`src/rtl/ccff_prog_pkg.sv`:
```
// Shared types and sizing helpers for the configuration-chain programming sequencer.
package ccff_prog_pkg;

  typedef enum logic [1:0] {
    StIdle,
    StFetch,
    StShift,
    StFinish
  } state_e;

  function automatic int unsigned cnt_w(input int unsigned max_len);
    return $clog2(max_len + 1);
  endfunction

endpackage

```
`src/rtl/ccff_serializer.sv`:
```
// Word shift register feeding the chain head, MSB first, with a per-word bit down-counter.
module ccff_serializer #(
  parameter int unsigned WORD_W = 8,
  parameter int unsigned BIT_W  = $clog2(WORD_W + 1)
) (
  input  logic              i_clk,
  input  logic              i_rst_n,
  input  logic              i_load,
  input  logic              i_shift,
  input  logic [WORD_W-1:0] i_word,
  input  logic [BIT_W-1:0]  i_bits,
  output logic              o_msb,
  output logic [BIT_W-1:0]  o_bits
);

  logic [WORD_W-1:0] r_sreg;
  logic [BIT_W-1:0]  r_bits;

  // A load wins over a shift so a new word can follow the last bit with no bubble.
  always_ff @(posedge i_clk or negedge i_rst_n) begin
    if (!i_rst_n) begin
      r_sreg <= '0;
      r_bits <= '0;
    end else if (i_load) begin
      r_sreg <= i_word;
      r_bits <= i_bits;
    end else if (i_shift) begin
      r_sreg <= {r_sreg[WORD_W-2:0], 1'b0};
      r_bits <= r_bits - BIT_W'(1);
    end
  end

  assign o_msb  = r_sreg[WORD_W-1];
  assign o_bits = r_bits;

endmodule

```
`src/rtl/ccff_prog_ctrl.sv`:
```
// Programs the fabric configuration chain from a valid/ready word stream, holding GPIO isolated
// while a session is active.
module ccff_prog_ctrl
  import ccff_prog_pkg::*;
#(
  parameter int unsigned WORD_W  = 8,
  parameter int unsigned MAX_LEN = 4096,
  localparam int unsigned CNT_W  = cnt_w(MAX_LEN)
) (
  input  logic              CK,
  input  logic              RSTN,
  input  logic              START,
  input  logic [CNT_W-1:0]  LEN,
  input  logic              ABORT,
  input  logic              DATA_VALID,
  input  logic [WORD_W-1:0] DATA_WORD,
  output logic              DATA_READY,
  output logic              CCFF_HEAD,
  output logic              CCFF_EN,
  output logic              IO_ISOL,
  output logic              BUSY,
  output logic              DONE,
  output logic              ABORTED
);

  localparam int unsigned BIT_W = $clog2(WORD_W + 1);

  state_e             r_state, w_state_d;
  logic [CNT_W-1:0]   r_rem, w_rem_d;
  logic               r_en, r_aborted, r_guard;
  logic               w_load, w_shift, w_hs, w_word_end, w_last, w_msb;
  logic [CNT_W-1:0]   w_len_sat;
  logic [BIT_W-1:0]   w_bits, w_bits_load;

  assign w_len_sat   = (LEN > CNT_W'(MAX_LEN)) ? CNT_W'(MAX_LEN) : LEN;
  assign w_word_end  = (w_bits == BIT_W'(1));
  assign w_last      = (r_rem == CNT_W'(1));
  assign w_hs        = DATA_VALID && DATA_READY;
  // Size of the word being loaded uses the post-decrement count, so reloads mid-shift line up.
  assign w_bits_load = (w_rem_d >= CNT_W'(WORD_W)) ? BIT_W'(WORD_W) : BIT_W'(w_rem_d);

  assign DATA_READY = (r_state == StFetch) ||
                      ((r_state == StShift) && w_word_end && !w_last);

  always_comb begin
    w_state_d = r_state;
    w_rem_d   = r_rem;
    w_load    = 1'b0;
    w_shift   = 1'b0;
    unique case (r_state)
      StIdle: begin
        if (START) begin
          if (w_len_sat == '0) begin
            w_state_d = StFinish;
          end else begin
            w_rem_d   = w_len_sat;
            w_state_d = StFetch;
          end
        end
      end
      StFetch: begin
        if (w_hs) begin
          w_load    = 1'b1;
          w_state_d = StShift;
        end
      end
      StShift: begin
        w_shift = 1'b1;
        w_rem_d = r_rem - CNT_W'(1);
        if (w_word_end) begin
          if (w_last) begin
            w_state_d = StFinish;
          end else if (w_hs) begin
            w_load = 1'b1;
          end else begin
            w_state_d = StFetch;
          end
        end
      end
      StFinish: w_state_d = StIdle;
      default:  w_state_d = StIdle;
    endcase
    // A word accepted in the abort cycle is consumed but never loaded.
    if (ABORT && (r_state != StIdle)) begin
      w_state_d = StIdle;
      w_load    = 1'b0;
      w_shift   = 1'b0;
    end
  end

  always_ff @(posedge CK or negedge RSTN) begin
    if (!RSTN) begin
      r_state   <= StIdle;
      r_rem     <= '0;
      r_en      <= 1'b0;
      r_aborted <= 1'b0;
      r_guard   <= 1'b1;
    end else begin
      r_state   <= w_state_d;
      r_rem     <= w_rem_d;
      r_en      <= (w_state_d == StShift);
      r_aborted <= ABORT && (r_state != StIdle);
      r_guard   <= (r_state == StFinish);
    end
  end

  ccff_serializer #(
    .WORD_W (WORD_W),
    .BIT_W  (BIT_W)
  ) u_ser (
    .i_clk   (CK),
    .i_rst_n (RSTN),
    .i_load  (w_load),
    .i_shift (w_shift),
    .i_word  (DATA_WORD),
    .i_bits  (w_bits_load),
    .o_msb   (w_msb),
    .o_bits  (w_bits)
  );

  assign CCFF_EN   = r_en;
  assign CCFF_HEAD = w_msb;
  assign BUSY      = (r_state != StIdle);
  assign DONE      = (r_state == StFinish);
  assign ABORTED   = r_aborted;
  // Guard stays high one cycle past FINISH, and throughout reset.
  assign IO_ISOL   = BUSY || r_guard;

endmodule
```
`config.mk`:
```
export PLATFORM = sky130hd
export DESIGN_NAME = ccff_prog_ctrl
export DESIGN_NICKNAME = d
export VERILOG_FILES = /design/src/rtl/ccff_prog_pkg.sv /design/src/rtl/ccff_serializer.sv /design/src/rtl/ccff_prog_ctrl.sv
export SDC_FILE = /design/constraint.sdc
export NUM_CORES = 1
export LEC_CHECK = 0
export ABC_AREA = 1
export CORE_ASPECT_RATIO = 0.5
export CORE_MARGIN = 4
export CORE_UTILIZATION = 49
export CTS_BUF_LIST = sky130_fd_sc_hd__clkbuf_4 sky130_fd_sc_hd__clkbuf_8
export CTS_CLUSTER_DIAMETER = 200
export CTS_CLUSTER_SIZE = 8
export DETAILED_ROUTE_END_ITERATION = 16
export GPL_TIMING_DRIVEN = 0
export HOLD_SLACK_MARGIN = 0.02
export PLACE_DENSITY = 0.72
export SLEW_MARGIN = 20
export SYNTH_ARGS = -nofsm -noshare
export SYNTH_HDL_FRONTEND = slang
export SYNTH_HIERARCHICAL = 1
export SYNTH_SLANG_ARGS = --single-unit
```
`constraint.sdc`:
```
create_clock -name CK -period 2.5 [get_ports CK]
set_input_delay 0.625 -clock CK [delete_from_list [all_inputs] [get_ports CK]]
set_output_delay 0.625 -clock CK [all_outputs]
set_load 0.01 [all_outputs]
```
==> results.yml <==
power_and_ir_drop:
  power_density_mw_per_mm2: 1060
  ir_worst_vdd_uv: 500
  p_leak_uw: 0.00154
global_route:
  grt_max_degree: 31
  grt_usage: 0.213
  gr-total-overflow: 0
  antenna_found_initial: 0
  grt_pass1_vias: 2026
  grt_pass1_wl_um: 9180
critical_path:
  rr_worst_depth: 15
  r2r-end: "u_ser/o_bits[0]"
  start_kind: "input pin"
  crit_chain: "dlygate4sd2_1, inv_2, nand3_2, nor3_2, nand2_2, nand2_4, buf_8, buf_6, nand2_1, nand3_1, nand2_2, inv_2, nand2_2, nor2_4, nand2_4, buf_4, nor2_2, nand2_1, o211ai_1"
  arrival_ns: 2.54
  rr_startpoint: "r_state[0]"
  crit_buf_inv: 6
  r2r_setup_slack_ns: 0.19
  cpLargestDelayFamily: "simple AND/OR/NAND/NOR gates"
  max_stage_delay_ns: 0.27
  slowest_stage: "dlygate4sd2_1"
  end_kind: "flip-flop"
  critical_path_class: "input pin to flip-flop"
  cp_max_fo: 6
  crit_required_ns: 2.69
  cp_common_cell: "nand2_2"
logic_synthesis:
  synth_warnings: 6
  synth_cells: 320
  synth_top_area_cell: "dfrtp_1"
  synth_compound_area_frac: 0.111
  netlist.area_leader.share: 0.333
  synth-simple-area-share: 0.391
  yosysSeqAreaShare: 0.345
  ys_types: 34
  synth-xor-area-share: 0.00402
  synth_top_family_by_area: "simple AND/OR/NAND/NOR gates"
  ys_seq_elements: 30
  netlist_top_cells_area: "dfrtp_1 (33%), nand2_1 (18%), inv_1 (6.9%), nor2_1 (5.0%), nand3_1 (4.8%)"
  yosys.area_share.adder: 0.0402
  syn_area_mm2: 0.00218
  muxShareOfSynthArea: 0
  synth_nets: 353
  synth_area_per_cell_um2: 6.80
drt:
  wl_per_cell_um: 12.8
  drt_iter0_drc: 108
  drt-total-wl_um: 5430
  vias_per_cell: 5.05
  drc: 0
  vias: 2142
  postRouteAntennaNets: 0
  first_pass_iters: 4
final_layout:
  multi_input_area_mm2: 0.00124
  final-seq-area_um2: 754
  fin_nets: 403
  diodes: 0
  final_cell_mix: "nand2_1 (97), inv_1 (38), nor2_1 (29), dfrtp_1 (27), nand3_1 (20)"
  final_layout_size_suffix_gt1_frac: 0.208
  final_common_cell: "nand2_1"
  area_growth_pct: 31.3
  nFillCells: 361
sta:
  slew_headroom: 0.545
  hold_viol: 0
  fin_crit_sh: 0.938
  setup_violations: 0
  period_needed_ns: 2.34
  tns_ns: 0
  clock.fmax_mhz: 427
  layout_setup_ws_ns: 0.155
  slew_violations: 0
  fin_skew_ns: 0.00238
  worst_pin_slew_ns: 0.682
floorplanning:
  die_w_um: 102
  start_util: 0.533
  fp.coreArea_mm2: 0.00408
  die_height_um: 55.1
  dieArea_mm2: 0.00564
  rows: 16
  num_io_pins: 33
cts:
  clock_latency_ns: 0.27
  cts_made_buffers: 5
  clock_path_buffers: 2
  clkSinkCount: 30
  clk_pin_slew_ns: 0.06
  cts_hold_buf: 0
  htree_levels: 2
  root_buffer: "clkbuf_8"
  cts_tree: "done"
run:
  maxCapViolCount: 0
placement:
  place_ws_ns: -0.352
  portBuffers: 32
  dp_hpwl_um: 4050
  gp_congestion: 0.844
hold_path:
  hp-class: "input pin to async pin"
status:
  status: "completed"
registers in the layout, summed over array words and instances (netlist names):
| name | flops |
|---|---|
| u_ser/o_bits | 4 |
| CCFF_EN | 1 |
| ABORTED | 1 |
| r_rem | 13 |
| r_state | 2 |
| r_guard | 1 |
| u_ser/r_sreg | 8 |
metal layers:
| metal | GRT usage | share of wire | up-vias |
|---|---|---|---|
| met2 | 0.385 | 0.46 | 64 |
| met4 | 0.0196 | 0 | 0 |
| li1 | - | - | 1097 |
| met3 | 0.0438 | 0.075 | 0 |
| met1 | 0.279 | 0.47 | 981 |
| met5 | 0 | 0 | - |
layout make-up:
| type | count | share of cell area |
|---|---|---|
| clock inverter | 1 | 0.0105 |
| buffer | 6 | 0.0206 |
| clock buffer | 6 | 0.0289 |
| inverter | 50 | 0.0665 |
| timing repair buffer | 43 | 0.151 |
| sequential | 30 | 0.264 |
| tap | 54 | 0.0236 |
| multi-input combinational | 234 | 0.435 |
synthesized netlist by cell type (all sizes together):
master,number
nand2,111
inv,48
nor2,39
dfrtp,29
nand3,24
o21ai,20
a21oi,13
ha,7
buf,6
nor3,6
o211ai,3
clkinv,2
nand3b,2
a211oi,1
a21boi,1
a22o,1
a22oi,1
a31oi,1
dfstp,1
nand4,1
o31ai,1
or2,1
xnor2,1
worst max-delay path by stage:
stage | start | slack [ns] | cells after the start | end
final | LEN[12] | 0.16 | 19 | u_ser/o_bits[0]
after global routing | LEN[12] | -0.00002 | 19 | u_ser/o_bits[2]
after CTS | r_state[0] | 0.0009 | 5 | IO_ISOL
after detailed placement | LEN[1] | -0.35 | 16 | u_ser/o_bits[2]
after global placement | LEN[1] | -0.30 | 16 | u_ser/o_bits[2]
after floorplan | LEN[1] | 0.39 | 18 | u_ser/o_bits[2]
metrics by stage:
| stage | hold slack, ns | utilization | power (uW) | std cells | instance area, um2 |
|---|---|---|---|---|---|
| 6_report | 0.390 | 0.700 | 3040 | 424 | 2860 |
| 5_1_grt | 0.435 | 0.700 | 3320 | 424 | 2860 |
| 4_1_cts | 0.414 | 0.679 | 3020 | 422 | 2770 |
| 3_5_place_dp | 0.475 | 0.627 | 2420 | 406 | 2560 |
| 3_3_place_gp | 0.471 | 0.628 | 2380 | 406 | 2560 |
| 2_1_floorplan | 0.329 | - | 1980 | 320 | 2180 |
where the power goes:
group / switching, uW / internal [uW] / leakage (uW)
Combinational: 985 / 665 / 0.00111
Clock: 175 / 318 / 0.0000573
Sequential: 191 / 708 / 0.000374
Total: 1350 / 1690 / 0.00154
what timing repair did:
| action | in CTS | in global routing |
|---|---|---|
| hold endpoints to repair | 0 | 0 |
| gates cloned | 0 | 0 |
| resized for setup | 19 | 25 |
| pin swaps | 7 | 8 |
| setup endpoints to repair | 3 | 6 |
| setup buffers | 9 | 2 |
cells by family (layout without fill, tap and decap cells):
group	count (synthesis)	in the layout
AOI/OAI and AO/OA	42	42
and+or+nand+nor	184	184
xor gates and xnor gates	1	1
DFF	30	30
buffers and inverters	56	106
adders and majority gates	7	7
No activity file was read; power rests on OpenSTA's default activity.
